$ cat config.mk
export PLATFORM = sky130hd
export DESIGN_NAME = pc_fetch_unit_flat
export DESIGN_NICKNAME = d
export VERILOG_FILES = /design/src/rtl/pc_fetch_unit_pkg.sv /design/src/rtl/pc_fetch_unit_if.sv /design/src/rtl/pc_fetch_unit_return_stack.sv /design/src/rtl/pc_fetch_unit.sv /design/src/flat_wrapper.sv
export SDC_FILE = /design/constraint.sdc
export NUM_CORES = 1
export LEC_CHECK = 0
export ABC_CLOCK_PERIOD_IN_PS = 2700
export CORE_UTILIZATION = 40
export CTS_CLUSTER_SIZE = 20
export DETAILED_ROUTE_END_ITERATION = 10
export GPL_TIMING_DRIVEN = 0
export SLEW_MARGIN = 5
export SYNTH_ARGS = -nofsm -noshare
export SYNTH_HDL_FRONTEND = slang
export SYNTH_SLANG_ARGS = --single-unit
$ cat constraint.sdc
create_clock -name clk -period 2.7 [get_ports clk]
set_input_delay 0.54 -clock clk [delete_from_list [all_inputs] [get_ports clk]]
set_output_delay 0.54 -clock clk [all_outputs]
set_load 0.005 [all_outputs]
$ cat src/rtl/pc_fetch_unit_pkg.sv
// Shared definitions for the PIC16F fetch path: default widths, the NOP
// encoding and the PC-source selection used by pc_fetch_unit.
package pc_fetch_unit_pkg;

  localparam int PC_WIDTH_DEF    = 13;
  localparam int INSTR_WIDTH_DEF = 14;
  localparam int STACK_DEPTH_DEF = 8;

  localparam logic [13:0] NOP_WORD = 14'h0000;

  typedef enum logic [2:0] {
    PC_HOLD,
    PC_INCR,
    PC_JUMP,
    PC_CALL,
    PC_RET
  } pc_sel_e;

  // Return beats call beats goto beats increment; anything lower is ignored.
  function automatic pc_sel_e pc_select(input logic pop, input logic call,
                                        input logic jump, input logic incr);
    if (pop)       return PC_RET;
    else if (call) return PC_CALL;
    else if (jump) return PC_JUMP;
    else if (incr) return PC_INCR;
    else           return PC_HOLD;
  endfunction

endpackage

$ cat src/rtl/pc_fetch_unit_if.sv
// Decoder/program-memory side of the fetch unit: branch/fetch controls in,
// fetch address, instruction register and stack status out.
interface pc_fetch_unit_if
  import pc_fetch_unit_pkg::*;
#(
  parameter int PC_WIDTH    = PC_WIDTH_DEF,
  parameter int INSTR_WIDTH = INSTR_WIDTH_DEF
) ();

  logic                   pc_incr_en;
  logic                   pc_j_en;
  logic                   pc_j_and_push_en;
  logic                   pc_j_by_pop_en;
  logic                   instr_rd_en;
  logic                   instr_flush;
  logic [PC_WIDTH-12:0]   pclath_hi;
  logic [PC_WIDTH-1:0]    prog_addr;
  logic [INSTR_WIDTH-1:0] prog_data;
  logic [INSTR_WIDTH-1:0] instr_current;
  logic [PC_WIDTH-1:0]    pc;
  logic                   stack_ovf;
  logic                   stack_unf;

  modport master (
    output pc_incr_en, pc_j_en, pc_j_and_push_en, pc_j_by_pop_en,
    output instr_rd_en, instr_flush, pclath_hi, prog_data,
    input  prog_addr, instr_current, pc, stack_ovf, stack_unf
  );

  modport slave (
    input  pc_incr_en, pc_j_en, pc_j_and_push_en, pc_j_by_pop_en,
    input  instr_rd_en, instr_flush, pclath_hi, prog_data,
    output prog_addr, instr_current, pc, stack_ovf, stack_unf
  );

endinterface

$ cat src/rtl/pc_fetch_unit_return_stack.sv
// Circular hardware return stack: oldest entry is overwritten on overflow,
// a stale entry is returned on underflow, both events latch sticky flags.
module return_stack #(
  parameter int DEPTH = 8,
  parameter int WIDTH = 13
) (
  input  logic             clk,
  input  logic             rst,
  input  logic             push,
  input  logic             pop,
  input  logic [WIDTH-1:0] din,
  output logic [WIDTH-1:0] dout,
  output logic             ovf,
  output logic             unf
);

  localparam int SP_W  = $clog2(DEPTH);
  localparam int OCC_W = $clog2(DEPTH + 1);

  logic [WIDTH-1:0] mem [DEPTH];
  logic [SP_W-1:0]  sp_reg, sp_next, sp_dec;
  logic [OCC_W-1:0] occ_reg, occ_next;
  logic             ovf_reg, ovf_next;
  logic             unf_reg, unf_next;

  // Pop must deliver the return address on the same edge, so the read is
  // combinational from the entry just below the pointer.
  assign sp_dec = sp_reg - SP_W'(1);
  assign dout   = mem[sp_dec];
  assign ovf    = ovf_reg;
  assign unf    = unf_reg;

  always_comb begin
    sp_next  = sp_reg;
    occ_next = occ_reg;
    ovf_next = ovf_reg;
    unf_next = unf_reg;
    if (pop) begin
      sp_next = sp_dec;
      if (occ_reg == '0) unf_next = 1'b1;
      else               occ_next = occ_reg - OCC_W'(1);
    end else if (push) begin
      sp_next = sp_reg + SP_W'(1);
      if (occ_reg == OCC_W'(DEPTH)) ovf_next = 1'b1;
      else                          occ_next = occ_reg + OCC_W'(1);
    end
  end

  always_ff @(posedge clk or negedge rst) begin
    if (!rst) begin
      sp_reg  <= '0;
      occ_reg <= '0;
      ovf_reg <= 1'b0;
      unf_reg <= 1'b0;
    end else begin
      sp_reg  <= sp_next;
      occ_reg <= occ_next;
      ovf_reg <= ovf_next;
      unf_reg <= unf_next;
    end
  end

  always_ff @(posedge clk) begin
    if (push && !pop) mem[sp_reg] <= din;
  end

endmodule

$ cat src/rtl/pc_fetch_unit.sv
// Program counter, instruction register and return stack for the PIC16F
// core; PC always points at the next word to prefetch.
module pc_fetch_unit
  import pc_fetch_unit_pkg::*;
#(
  parameter int PC_WIDTH    = PC_WIDTH_DEF,
  parameter int INSTR_WIDTH = INSTR_WIDTH_DEF,
  parameter int STACK_DEPTH = STACK_DEPTH_DEF
) (
  input  logic             clk,
  input  logic             rst,
  pc_fetch_unit_if.slave   bus
);

  logic [PC_WIDTH-1:0]    pc_reg, pc_next;
  logic [INSTR_WIDTH-1:0] ir_reg, ir_next;
  logic [PC_WIDTH-1:0]    jump_target;
  logic [PC_WIDTH-1:0]    stack_dout;
  logic                   stack_push;
  logic                   stack_pop;
  pc_sel_e                pc_sel;

  assign pc_sel      = pc_select(bus.pc_j_by_pop_en, bus.pc_j_and_push_en,
                                 bus.pc_j_en, bus.pc_incr_en);
  assign jump_target = {bus.pclath_hi, ir_reg[10:0]};
  assign stack_pop   = (pc_sel == PC_RET);
  assign stack_push  = (pc_sel == PC_CALL);

  return_stack #(
    .DEPTH (STACK_DEPTH),
    .WIDTH (PC_WIDTH)
  ) u_stack (
    .clk  (clk),
    .rst  (rst),
    .push (stack_push),
    .pop  (stack_pop),
    .din  (pc_reg),
    .dout (stack_dout),
    .ovf  (bus.stack_ovf),
    .unf  (bus.stack_unf)
  );

  always_comb begin
    pc_next = pc_reg;
    case (pc_sel)
      PC_RET:           pc_next = stack_dout;
      PC_CALL, PC_JUMP: pc_next = jump_target;
      PC_INCR:          pc_next = pc_reg + PC_WIDTH'(1);
      default:          pc_next = pc_reg;
    endcase
  end

  // Flush wins so a skipped or branched-over word never reaches the decoder.
  always_comb begin
    ir_next = ir_reg;
    if (bus.instr_flush)      ir_next = INSTR_WIDTH'(NOP_WORD);
    else if (bus.instr_rd_en) ir_next = bus.prog_data;
  end

  always_ff @(posedge clk or negedge rst) begin
    if (!rst) begin
      pc_reg <= '0;
      ir_reg <= INSTR_WIDTH'(NOP_WORD);
    end else begin
      pc_reg <= pc_next;
      ir_reg <= ir_next;
    end
  end

  assign bus.prog_addr     = pc_reg;
  assign bus.pc            = pc_reg;
  assign bus.instr_current = ir_reg;

endmodule
$ cat src/flat_wrapper.sv
// flat-port wrapper written by rule: the top's interface ports become plain ports
module pc_fetch_unit_flat import pc_fetch_unit_pkg::*;
#(
  parameter int PC_WIDTH    = PC_WIDTH_DEF,
  parameter int INSTR_WIDTH = INSTR_WIDTH_DEF,
  parameter int STACK_DEPTH = STACK_DEPTH_DEF
)
  (clk, rst, bus_pc_incr_en, bus_pc_j_en, bus_pc_j_and_push_en, bus_pc_j_by_pop_en, bus_instr_rd_en, bus_instr_flush, bus_pclath_hi, bus_prog_data, bus_prog_addr, bus_instr_current, bus_pc, bus_stack_ovf, bus_stack_unf);
  pc_fetch_unit_if #(.PC_WIDTH(PC_WIDTH), .INSTR_WIDTH(INSTR_WIDTH)) bus_i ();
  input  logic clk;
  input  logic rst;
  input wire logic [$bits(bus_i.pc_incr_en)-1:0] bus_pc_incr_en;
  input wire logic [$bits(bus_i.pc_j_en)-1:0] bus_pc_j_en;
  input wire logic [$bits(bus_i.pc_j_and_push_en)-1:0] bus_pc_j_and_push_en;
  input wire logic [$bits(bus_i.pc_j_by_pop_en)-1:0] bus_pc_j_by_pop_en;
  input wire logic [$bits(bus_i.instr_rd_en)-1:0] bus_instr_rd_en;
  input wire logic [$bits(bus_i.instr_flush)-1:0] bus_instr_flush;
  input wire logic [$bits(bus_i.pclath_hi)-1:0] bus_pclath_hi;
  input wire logic [$bits(bus_i.prog_data)-1:0] bus_prog_data;
  output wire logic [$bits(bus_i.prog_addr)-1:0] bus_prog_addr;
  output wire logic [$bits(bus_i.instr_current)-1:0] bus_instr_current;
  output wire logic [$bits(bus_i.pc)-1:0] bus_pc;
  output wire logic [$bits(bus_i.stack_ovf)-1:0] bus_stack_ovf;
  output wire logic [$bits(bus_i.stack_unf)-1:0] bus_stack_unf;
  assign bus_i.pc_incr_en = bus_pc_incr_en;
  assign bus_i.pc_j_en = bus_pc_j_en;
  assign bus_i.pc_j_and_push_en = bus_pc_j_and_push_en;
  assign bus_i.pc_j_by_pop_en = bus_pc_j_by_pop_en;
  assign bus_i.instr_rd_en = bus_instr_rd_en;
  assign bus_i.instr_flush = bus_instr_flush;
  assign bus_i.pclath_hi = bus_pclath_hi;
  assign bus_i.prog_data = bus_prog_data;
  assign bus_prog_addr = bus_i.prog_addr;
  assign bus_instr_current = bus_i.instr_current;
  assign bus_pc = bus_i.pc;
  assign bus_stack_ovf = bus_i.stack_ovf;
  assign bus_stack_unf = bus_i.stack_unf;
  pc_fetch_unit #(.PC_WIDTH(PC_WIDTH), .INSTR_WIDTH(INSTR_WIDTH), .STACK_DEPTH(STACK_DEPTH)) u_core (.clk(clk), .rst(rst), .bus(bus_i));
endmodule
Word-level counts from Yosys, hierarchy flattened
Memories as Yosys holds them, arrays and structs flattened.
Index checks and enable logic that the tools add are counted.
W data, S select, Z words.
- register bits after elaboration: 36
- memory bits (writable): 104
- input port bits: 24
- output and inout port bits: 42
- word-level logic and storage cells: 45
- memories: 1
- add/subtract/negate cells: 5
- equal/unequal tests: 7
- muxes and demuxes: 15
- bitwise operators: 1
- reduce and logical (&&, ||, !) cells: 10
- memory list (name ; depth ; width ; read ports ; clocked after memory_dff ; wr ports ; RTL line ; source):
    u_core.u_stack.mem ; 8 ; 13 ; 1 ; 0 ; 1 ; pc_fetch_unit_return_stack.sv:20 ; logic [WIDTH-1:0] mem [DEPTH];
- operators with widths (cell ; count):
    $pmux W13 S3 ; 1
    $mux W14 ; 2
    $mux W4 ; 4
    $mux W3 ; 5
    $add A13 B1 Y13 const B ; 1
    $eq A3 B2 Y1 const B ; 2
    $reduce_and A3 Y1 ; 2
    $add A4 B1 Y4 const B ; 1
    $eq A4 B4 Y1 const B ; 1
    $logic_not A4 Y1 ; 1
    $ne A2 B2 Y1 const B ; 2
    $reduce_bool A2 Y1 ; 2
    $sub A4 B1 Y4 const B ; 1
    $add A3 B1 Y3 const B ; 1
    $eq A3 B1 Y1 const B ; 1
    $eq A3 B3 Y1 const B ; 1
    $mux W1 ; 3
    $reduce_bool A3 Y1 ; 1
    $sub A3 B1 Y3 const B ; 1
    $reduce_and A2 Y1 ; 1
    $reduce_or A2 Y1 ; 1
    $logic_and A1 B1 Y1 ; 1
    $logic_not A1 Y1 ; 1
    $not A1 Y1 ; 1

Depth between registers and ports, before layout
Gate-level depths: netlist of the first run.
- depth after elaboration: 9
- mapped depth: 10
- gate-level depth less buffers: 7

Modules after synthesis
A second synthesis of the first run with hierarchy kept.
- cell total of the unflattened synthesis: 383
- area, all modules: 6134.6 µm²
- by module, submodules not included (module ; times used ; cells each ; area each (µm²) ; seq. area each (µm²)):
    return_stack ; 1 ; 217 ; 4561.9 ; 3348.2
    pc_fetch_unit ; 1 ; 166 ; 1572.8 ; 675.6

Worst setup path before layout of the first run
No wires, ideal clock.
- path type: reg2reg
- start point: register u_core.u_stack.sp_reg[0]
- end point: register u_core.pc_reg[10], in the netlist u_core.bus.pc[10]
- setup time: 0.124 ns
- arrival time: 2.536 ns
- required time: 2.576 ns
- path slack: 0.041 ns
- cell stages (with the launch flop): 11
- path buffers: 3
- period minus slack after synthesis: 2.659 ns
- cell sequence: dfrtp_1 -> buf_2 -> inv_1 -> clkbuf_1 -> ha_1 -> xor2_2 -> buf_6 -> mux4_1 -> mux2i_1 -> a21oi_1 -> a211o_1
- word-level cells in the longest chain between the ends: 3
- ends and longest elaborated chain (element ; RTL line ; source):
    start: declaration ; pc_fetch_unit_return_stack.sv:21 ; logic [SP_W-1:0] sp_reg, sp_next, sp_dec;
    start signal: assignment ; pc_fetch_unit_return_stack.sv:56 ; sp_reg <= sp_next;
    $sub A3 B1 Y3 ; pc_fetch_unit_return_stack.sv:28 ; assign sp_dec = sp_reg - SP_W'(1);
    $mem_v2 Z8 W13 ; n/a ;
    $pmux W13 S3 ; pc_fetch_unit.sv:45 ; case (pc_sel)
    end signal: assignment ; pc_fetch_unit.sv:65 ; pc_reg <= pc_next;
    end: declaration ; pc_fetch_unit.sv:15 ; logic [PC_WIDTH-1:0] pc_reg, pc_next;
Every way passes these cells.
A chain may end at the register's enable or synchronous reset.

Worst setup path in the final report of the first run
- start point: input bus_pc_j_by_pop_en
- end point: memory u_core.u_stack.mem[1][2], enable pin
- word-level cells in the longest chain between the ends: 6
- elaborated cells on any way between the ends: 7
- classes of those cells: eq/ne: 2; mux: 3; reduce/logical: 2
- ends and longest elaborated chain (element ; RTL line ; source):
    start: declaration ; flat_wrapper.sv:15 ; input wire logic [$bits(bus_i.pc_j_by_pop_en)-1:0] bus_pc_j_by_pop_en;
    $mux W3 (*) ; pc_fetch_unit_pkg.sv:22 ; if (pop) return PC_RET;
    $eq A3 B3 Y1 ; pc_fetch_unit.sv:26 ; assign stack_pop = (pc_sel == PC_RET);
    $logic_not A1 Y1 ; pc_fetch_unit_return_stack.sv:64 ; if (push && !pop) mem[sp_reg] <= din;
    $logic_and A1 B1 Y1 (*) ; pc_fetch_unit_return_stack.sv:64 ;
    $mux W1 (*) ; pc_fetch_unit_return_stack.sv:64 ;
    $mux W1 (not written as such) (*) ; pc_fetch_unit_return_stack.sv:64 ;
    end: declaration ; pc_fetch_unit_return_stack.sv:20 ;
Mark *: on every way between the ends. The rest lies on a longest branch, timed or not.

==> impl_summary.log, run 1 <==
[metrics] outcome: finished, final reports clean
[metrics] die area: around 0.016 mm^2
[metrics] sort of element at the end of the critical path: register
[metrics] reg-to-reg endpoint: u_core.bus.pc[10]$_DFFE_PN0P_
[metrics] Final Core Density: 52.9%
[metrics] IO buf count: between 60 and 70
[metrics] CP max FO: 10
[metrics] Syn. warnings: 0
[metrics] part of the power in combinational logic: 35.5%
[metrics] global-route wire length before repair: about 22 mm
[metrics] die boundary width: roughly 120 um
[metrics] fraction of final layout cells with drive strength greater than 1: ~19%
[metrics] Yosys top cell area share: between 50 and 60%
[metrics] slew at the pin with the worst max-slew slack: 0.794 ns
[metrics] multi-input gate area in the final layout: ~0.0018 mm^2
[metrics] CTS clock-pin slew for the worst setup and hold paths: ~0.060 ns
[metrics] Min Clock Period, post-route: 2.62 ns
[metrics] relative contribution of sequential cells to total power: 37.8%
[metrics] share of synthesized registers carrying an async set or reset: 25.7%
[metrics] relative max-transition margin: between 40% and 50%
[metrics] R2R cell count: 9
[metrics] required time of the worst setup path: between 2 and 3 ns
[metrics] syn nets: 423
[metrics] register-to-register setup slack: ~0.12 ns
[metrics] initial standard-cell utilization of the core: between 40% and 50%
[metrics] gr usage total: approximately a fifth
[metrics] final clock skew: slightly below 0.009 ns
[metrics] Hold/Removal Path Class: in2async
[metrics] data arrival time of the critical path: about 2.7 ns
[metrics] top-count cell post-synth: sky130_fd_sc_hd__edfxtp_1
[metrics] overall via count from detail_route: around 3700
[metrics] root buffer cell: sky130_fd_sc_hd__clkbuf_16
[metrics] routability congestion estimate from global placement: approximately 0.83
[metrics] count of cell types in the netlist: 48
[metrics] Critical Setup Path Class: in2reg
[metrics] count of nets left with antenna violations after detail routing: 0
[metrics] Hold Vio Cnt, Final: 0
[metrics] post-detailed-routing wire length: ~14 mm
[metrics] total CTS buffers: 17
[metrics] Iter 0 DRT Violations: between 200 and 250
[metrics] fraction of the cycle the final worst path needs: 97.0%
[metrics] maximum clock insertion buffer count: 2
[metrics] Area contributors post-synth: sky130_fd_sc_hd__edfxtp_1 52%, sky130_fd_sc_hd__dfrtp_1 15%, sky130_fd_sc_hd__mux4_2 7.9%, sky130_fd_sc_hd__mux2i_1 3.5%, sky130_fd_sc_hd__nor2_1 2.5%
[metrics] Cell Pwr Density: roughly 1100 mW/mm^2
[metrics] upper clock frequency limit: between 300 and 400 MHz
[metrics] # diodes: 0
[metrics] Final WS setup: slightly above 0.08 ns
[metrics] vias in the first global route: 3757
[metrics] Largest register FFs: 104
[metrics] worst setup timing slack at the placement stage: -0.675 ns
[metrics] most common library cells after synthesis: 104 x sky130_fd_sc_hd__edfxtp_1, 40 x sky130_fd_sc_hd__nor2_1, 36 x sky130_fd_sc_hd__dfrtp_1
[metrics] layout-stage area growth over the synthesis result: 28.3%
[metrics] cell count after synthesis: 393
[metrics] drc violations: 0
[metrics] hold slack final: between 0.02 and 0.03 ns
[metrics] number of enable-type register cells in the synthesized netlist: ~100
[metrics] number of rows in the core area: 44
[metrics] CORE AREA: ~0.015 mm^2
[metrics] switching share of total power: ~31%
[metrics] overflow left after global routing: 0
[metrics] routed vias/inst: 5.36
[metrics] 1st-pass router iterations: 6
[metrics] Crit Reg-Reg Startpoint: u_core.u_stack.sp_reg[0]$_DFFE_PN0P_
[metrics] Setup Viol. Count Final: 0
[metrics] clock tree from TritonCTS: yes
[metrics] Final Max Tran Viols: 0
[metrics] clk sink count: between 100 and 150
[metrics] cell internal power dissipation: between 6 and 7 mW
[metrics] proportion of synthesized chip area in sequential cells: between 60% and 70%
[metrics] cell taking the most area after synthesis: sky130_fd_sc_hd__edfxtp_1
[metrics] Final HPWL DP: slightly below 10 mm
[metrics] Most used DFF post-synth: sky130_fd_sc_hd__edfxtp_1
[metrics] clock latency on the worst-skew pair: roughly 0.42 ns
[metrics] H-tree depth: 4
[metrics] final net count: ~520
[metrics] mean cell area of the mapped netlist: 15.3 um^2
[metrics] worst ir drop on vdd: approximately 0.64 mV
[metrics] final standard cell count with taps included and fillers excluded: approximately 680
[metrics] Sequential cell area: 0.00402 mm^2
[metrics] Leak Pwr: 2.80 nW
[metrics] launching element type of the critical path: input pin
[metrics] clock group share of total power: ~27%
[metrics] count of max-cap constraint violations: 0
[metrics] Cells after DPL: 651
[metrics] combined area of all synthesized cells: 0.00601 mm^2
[metrics] overall power after layout: around 8.9 mW
[metrics] number of antenna violations at the first check in global routing: 0
[metrics] top-level I/O count: 66
[metrics] largest net degree at the start of global routing: 25
[metrics] post-synthesis sequential element count: 140
[metrics] P_sw: between 2 and 3 mW
[metrics] DR WL/cell: roughly 21 um
[metrics] RSZ-0062 raised after global routing: true
[metrics] fill cell instance count of the final layout: ~1200
[metrics] Die H: roughly 120 um
## per-layer routing
| layer | vias up | wire, um | share of wire, % | track usage (%) |
|---|---|---|---|---|
| met5 | - | 0 | 0 | 0 |
| met4 | 0 | 403 | 2.9 | 9.43 |
| met3 | 27 | 630 | 4.5 | 4.30 |
| met2 | 95 | 6840 | 48 | 29.5 |
| met1 | 1863 | 6240 | 44 | 26.0 |
| li1 | 1679 | - | - | - |
## placed cells by master (no fill, tap or decap), types with 6 or more instances in the layout
| cell | count |
|---|---|
| sky130_fd_sc_hd__inv_1 | 7 |
| sky130_fd_sc_hd__mux4_2 | 21 |
| sky130_fd_sc_hd__edfxtp_1 | 104 |
| sky130_fd_sc_hd__a21oi_1 | 14 |
| sky130_fd_sc_hd__dfrtp_1 | 36 |
| sky130_fd_sc_hd__xnor2_1 | 13 |
| sky130_fd_sc_hd__clkdlybuf4s50_1 | 63 |
| sky130_fd_sc_hd__nor2_1 | 34 |
| sky130_fd_sc_hd__clkbuf_16 | 17 |
| sky130_fd_sc_hd__nand2_1 | 21 |
| sky130_fd_sc_hd__buf_6 | 6 |
| sky130_fd_sc_hd__o21ai_0 | 8 |
| sky130_fd_sc_hd__clkbuf_8 | 7 |
| sky130_fd_sc_hd__o22ai_1 | 7 |
| sky130_fd_sc_hd__nand3_1 | 7 |
| sky130_fd_sc_hd__nor3_1 | 6 |
| sky130_fd_sc_hd__buf_4 | 16 |
| sky130_fd_sc_hd__clkbuf_1 | 12 |
| sky130_fd_sc_hd__mux2i_1 | 21 |
## worst max-delay path, cell delays in order
cell and delay [ns]:
sky130_fd_sc_hd__clkdlybuf4s50_1 0.49, sky130_fd_sc_hd__clkbuf_1 0.29, sky130_fd_sc_hd__nor2b_1 0.41, sky130_fd_sc_hd__nand2b_1 0.28
sky130_fd_sc_hd__nor2_2 0.49, sky130_fd_sc_hd__buf_6 0.24
## power groups by stage
stage                     sequential [mW]  combinational, mW  clock [mW]
final                                3.35               3.14        2.37
after detailed placement             3.39               3.10           0
after CTS                            3.35               3.16        2.42
after global placement               3.35               3.01           0
after global routing                 3.43               3.42        2.49
after floorplan                      3.24               1.99           0
## kinds of logic (layout without fill, tap and decap cells)
family	count (synthesis)	after routing	share of synthesized area, %
AOI/OAI and AO/OA	53	53	5.74
xor gates and xnor gates	17	17	2.60
adders and majority gates	6	6	1.37
buffers and inverters	40	147	3.49
DFF	140	140	66.9
muxes	47	47	13.3
and+or+nand+nor	90	90	6.59
## worst max-delay path by stage
stage | start | end | cells after the start
CTS | u_core.u_stack.sp_reg[0]$_DFFE_PN0P_ | u_core.bus.pc[10]$_DFFE_PN0P_ | 9
finish | bus_pc_j_by_pop_en | u_core.u_stack.mem[1][2]$_DFFE_PP_ | 6
floorplan | u_core.u_stack.sp_reg[0]$_DFFE_PN0P_ | u_core.bus.pc[10]$_DFFE_PN0P_ | 10
global placement | bus_pc_j_by_pop_en | u_core.u_stack.mem[0][8]$_DFFE_PP_ | 5
detailed placement | u_core.u_stack.sp_reg[0]$_DFFE_PN0P_ | u_core.bus.pc[4]$_DFFE_PN0P_ | 9
global route | bus_pc_j_by_pop_en | u_core.u_stack.mem[3][3]$_DFFE_PP_ | 6
## final cells by class
cell class | count | area share [%]
plain buffers | 30 | 2.43
clock buffers | 26 | 6.86
clock inverters | 6 | 1.05
inverters | 9 | 0.486
multi-input cells | 213 | 23.8
flip-flops and latches | 140 | 52.1
well taps | 184 | 2.98
repair buffers | 76 | 10.2
## metrics by stage
stage / TNS (ns) / cell area (um^2)
floorplan: 0 / 6010
global placement: -115.35 / 6890
detailed placement: -33.08 / 7040
CTS: 0 / 7680
global route: -0.550 / 7720
finish: 0 / 7720
## timing repair
item	in CTS	in global routing
hold buffers	0	0
pin swaps	0	1
setup endpoints to repair	21	32
setup buffers	1	1
endpoints found under the hold margin	0	0
gates resized for setup	7	6
Power figures use the tool's default switching activity.
==> run 2: changes to the inputs <==
--- a/config.mk
+++ b/config.mk
@@ -9,7 +9,6 @@
 export CORE_UTILIZATION = 40
 export CTS_CLUSTER_SIZE = 20
 export DETAILED_ROUTE_END_ITERATION = 10
-export GPL_TIMING_DRIVEN = 0
 export SLEW_MARGIN = 5
 export SYNTH_ARGS = -nofsm -noshare
 export SYNTH_HDL_FRONTEND = slang
==> run 2 against run 1 <==
Largest cell class unchanged. First-iteration DRC count rose by 19%. Design area fell by 2.0%. Via count fell by 0.66%. Clock skew barely moved.
==> impl_summary.log, run 2 (synthesis results as in run 1) <==
[metrics] outcome: finished, final reports clean (unchanged)
[metrics] slew at the pin with the worst max-slew slack: 0.823 ns (was 0.794 ns)
[metrics] Final WS setup: 0.449 ns (was 0.0823 ns)
[metrics] data arrival time of the critical path: 2.56 ns (was 2.74 ns)
[metrics] largest net degree at the start of global routing: 37 (was 25)
[metrics] RSZ-0062 raised after global routing: false (was true)
[metrics] Final HPWL DP: 9.44 mm (was 9.67 mm)
[metrics] count of max-cap constraint violations: 0 (unchanged)
[metrics] die boundary width: 125 um (unchanged)
[metrics] cell-by-cell listing of the critical path: inv_1, ha_1, xor2_2, buf_12, mux4_1, mux2i_1, a21oi_1, a211o_1 (was clkdlybuf4s50_1, clkbuf_1, nor2b_1, nand2b_1, nor2_2, buf_6)
[metrics] IO buf count: 65 (was 64)
[metrics] Iter 0 DRT Violations: 273 (was 229)
[metrics] count of instances resized after the clock tree is built: 0 (was 7)
[metrics] P_sw: 2.70 mW (was 2.76 mW)
[metrics] Hold Vio Cnt, Final: 0 (unchanged)
[metrics] 1st-pass router iterations: 7 (was 6)
[metrics] setup fix buffers added after clock tree synthesis: 0 (was 1)
[metrics] worst ir drop on vdd: 0.732 mV (was 0.644 mV)
[metrics] switching share of total power: 31.1% (about the same)
[metrics] Critical Setup Path Class: reg2reg (was in2reg)
[metrics] hold slack final: 0.218 ns (was 0.0280 ns)
[metrics] fill cell instance count of the final layout: 1209 (was 1177)
[metrics] maximum clock insertion buffer count: 2 (unchanged)
[metrics] relative contribution of sequential cells to total power: 38.3% (was 37.8%)
[metrics] cell internal power dissipation: 5.99 mW (was 6.11 mW)
[metrics] Final Core Density: 51.9% (was 52.9%)
[metrics] final standard cell count with taps included and fillers excluded: 675 (was 684)
[metrics] final net count: 508 (was 517)
[metrics] Leak Pwr: 2.75 nW (was 2.80 nW)
[metrics] Largest register FFs: 104 (unchanged)
[metrics] drc violations: 0 (unchanged)
[metrics] launching element type of the critical path: register (was input pin)
[metrics] Die H: 125 um (unchanged)
[metrics] relative max-transition margin: 45.1% (was 47.0%)
[metrics] Final Max Tran Viols: 0 (unchanged)
[metrics] count of nets left with antenna violations after detail routing: 0 (unchanged)
[metrics] clock group share of total power: 26.0% (was 26.8%)
[metrics] Min Clock Period, post-route: 2.25 ns (was 2.62 ns)
[metrics] fraction of final layout cells with drive strength greater than 1: 17.7% (was 19.4%)
[metrics] upper clock frequency limit: 444 MHz (was 382 MHz)
[metrics] Hold/Removal Path Class: in2async (unchanged)
[metrics] CORE AREA: 0.0146 mm^2 (unchanged)
[metrics] overflow left after global routing: 0 (unchanged)
[metrics] worst setup timing slack at the placement stage: 0.322 ns (was -0.675 ns)
[metrics] highest-delay cell along the critical path: sky130_fd_sc_hd__mux4_1 (was sky130_fd_sc_hd__clkdlybuf4s50_1)
[metrics] Final TNS setup: 0 ns (unchanged)
[metrics] post-detailed-routing wire length: 14.0 mm (was 14.1 mm)
[metrics] clock tree from TritonCTS: yes (unchanged)
[metrics] part of the power in combinational logic: 35.7% (was 35.5%)
[metrics] vias in the first global route: 3709 (was 3757)
[metrics] CP max FO: 15 (was 10)
[metrics] top-level I/O count: 66 (unchanged)
[metrics] Setup Viol. Count Final: 0 (unchanged)
[metrics] layout-stage area growth over the synthesis result: 25.8% (was 28.3%)
[metrics] commonest cells after routing, fill and taps aside: 104 x sky130_fd_sc_hd__edfxtp_1, 64 x sky130_fd_sc_hd__clkdlybuf4s50_1, 40 x sky130_fd_sc_hd__nor2_1, 36 x sky130_fd_sc_hd__dfrtp_1, 30 x sky130_fd_sc_hd__buf_4 (was 104 x sky130_fd_sc_hd__edfxtp_1, 63 x sky130_fd_sc_hd__clkdlybuf4s50_1, 36 x sky130_fd_sc_hd__dfrtp_1, 34 x sky130_fd_sc_hd__nor2_1)
[metrics] number of rows in the core area: 44 (unchanged)
[metrics] # diodes: 0 (unchanged)
[metrics] Sequential cell area: 0.00402 mm^2 (unchanged)
[metrics] routability congestion estimate from global placement: 0.785 (was 0.834)
[metrics] gr usage total: 19.3% (about the same)
[metrics] CTS clock-pin slew for the worst setup and hold paths: 0.06 ns (about the same)
[metrics] Worst Path Buf+Inv: 2 (was 3)
[metrics] sort of element at the end of the critical path: register (unchanged)
[metrics] Cell Pwr Density: 1150 mW/mm^2 (about the same)
[metrics] root buffer cell: sky130_fd_sc_hd__clkbuf_16 (unchanged)
[metrics] fraction of the cycle the final worst path needs: 83.4% (was 97.0%)
[metrics] total CTS buffers: 17 (unchanged)
[metrics] CTS hold repair buffers: 0 (unchanged)
[metrics] initial standard-cell utilization of the core: 41.2% (unchanged)
[metrics] overall via count from detail_route: 3640 (was 3664)
[metrics] clk sink count: 140 (unchanged)
[metrics] H-tree depth: 4 (unchanged)
[metrics] multi-input gate area in the final layout: 0.00179 mm^2 (was 0.00184 mm^2)
[metrics] final clock skew: 0.00841 ns (was 0.00882 ns)
[metrics] Cells after DPL: 643 (was 651)
[metrics] routed vias/inst: 5.39 (was 5.36)
[metrics] number of antenna violations at the first check in global routing: 0 (unchanged)
[metrics] largest delay contributor family on the critical path: multiplexers (was simple AND/OR/NAND/NOR gates)
[metrics] die area: 0.0155 mm^2 (unchanged)
[metrics] global-route wire length before repair: 21.8 mm (about the same)
[metrics] CP peak stage delay: 0.56 ns (was 0.49 ns)
[metrics] DR WL/cell: 20.7 um (was 20.6 um)
[metrics] leading cell type in the layout, fill and taps excluded: sky130_fd_sc_hd__edfxtp_1 (unchanged)
[metrics] clock latency on the worst-skew pair: 0.42 ns (about the same)
[metrics] required time of the worst setup path: 3.01 ns (was 2.82 ns)
[run 2: metrics by stage]
step,total power [mW],area (um^2)
final,8.69,7560
after CTS,8.80,7560
after floorplan,5.23,6010
after detailed placement,6.53,6990
after global placement,6.48,6990
after global routing,9.15,7560
[run 2: worst paths after layout]
kind / from / endpoint / slack [ns] / cells past startpoint
worst max register to register: u_core.u_stack.sp_reg[0]$_DFFE_PN0P_ / u_core.bus.pc[10]$_DFFE_PN0P_ / 0.45 / 8
worst min-delay path: rst / u_core.bus.instr_current[4]$_DFFE_PN0P_ / 0.22 / 1
max in group asynchronous: rst / u_core.bus.pc[3]$_DFFE_PN0P_ / 1.96 / 1
worst max-delay path: u_core.u_stack.sp_reg[0]$_DFFE_PN0P_ / u_core.bus.pc[10]$_DFFE_PN0P_ / 0.45 / 8
min in group clk: u_core.u_stack.unf$_DFFE_PN0P_ / u_core.u_stack.unf$_DFFE_PN0P_ / 0.47 / 1
worst min register to register: u_core.u_stack.unf$_DFFE_PN0P_ / u_core.u_stack.unf$_DFFE_PN0P_ / 0.47 / 1
[run 2: area by class of cell]
type	count	share of cell area (%)
flip-flops and latches	140	53.2
multi-input cells	213	23.7
clock inverters	8	1.24
well taps	184	3.04
clock buffers	24	6.37
inverters	9	0.447
repair buffers	97	12.0
[run 2: layer usage]
layer / routed length, um / track usage, % / share of wire [%]
met2: 6750 / 30.1 / 48
met4: 279 / 6.87 / 2.0
met3: 709 / 5.07 / 5.1
met1: 6230 / 26.1 / 45
met5: 0 / 0 / 0
[run 2: power by group through the flow]
stage / Combinational, mW / Sequential (mW) / Clock, mW
3_5_place_dp: 3.15 / 3.38 / 0
2_1_floorplan: 1.99 / 3.24 / 0
4_1_cts: 3.17 / 3.34 / 2.29
3_3_place_gp: 3.12 / 3.35 / 0
6_report: 3.10 / 3.32 / 2.26
5_1_grt: 3.37 / 3.40 / 2.38
[run 2: worst reg2reg max path: stages, from the launching register on]
cell and delay, ns:
sky130_fd_sc_hd__dfrtp_1 0.38, sky130_fd_sc_hd__inv_1 0.08, sky130_fd_sc_hd__ha_1 0.25, sky130_fd_sc_hd__xor2_2 0.20, sky130_fd_sc_hd__buf_12 0.19, sky130_fd_sc_hd__mux4_1 0.57
sky130_fd_sc_hd__mux2i_1 0.16, sky130_fd_sc_hd__a21oi_1 0.08, sky130_fd_sc_hd__a211o_1 0.23
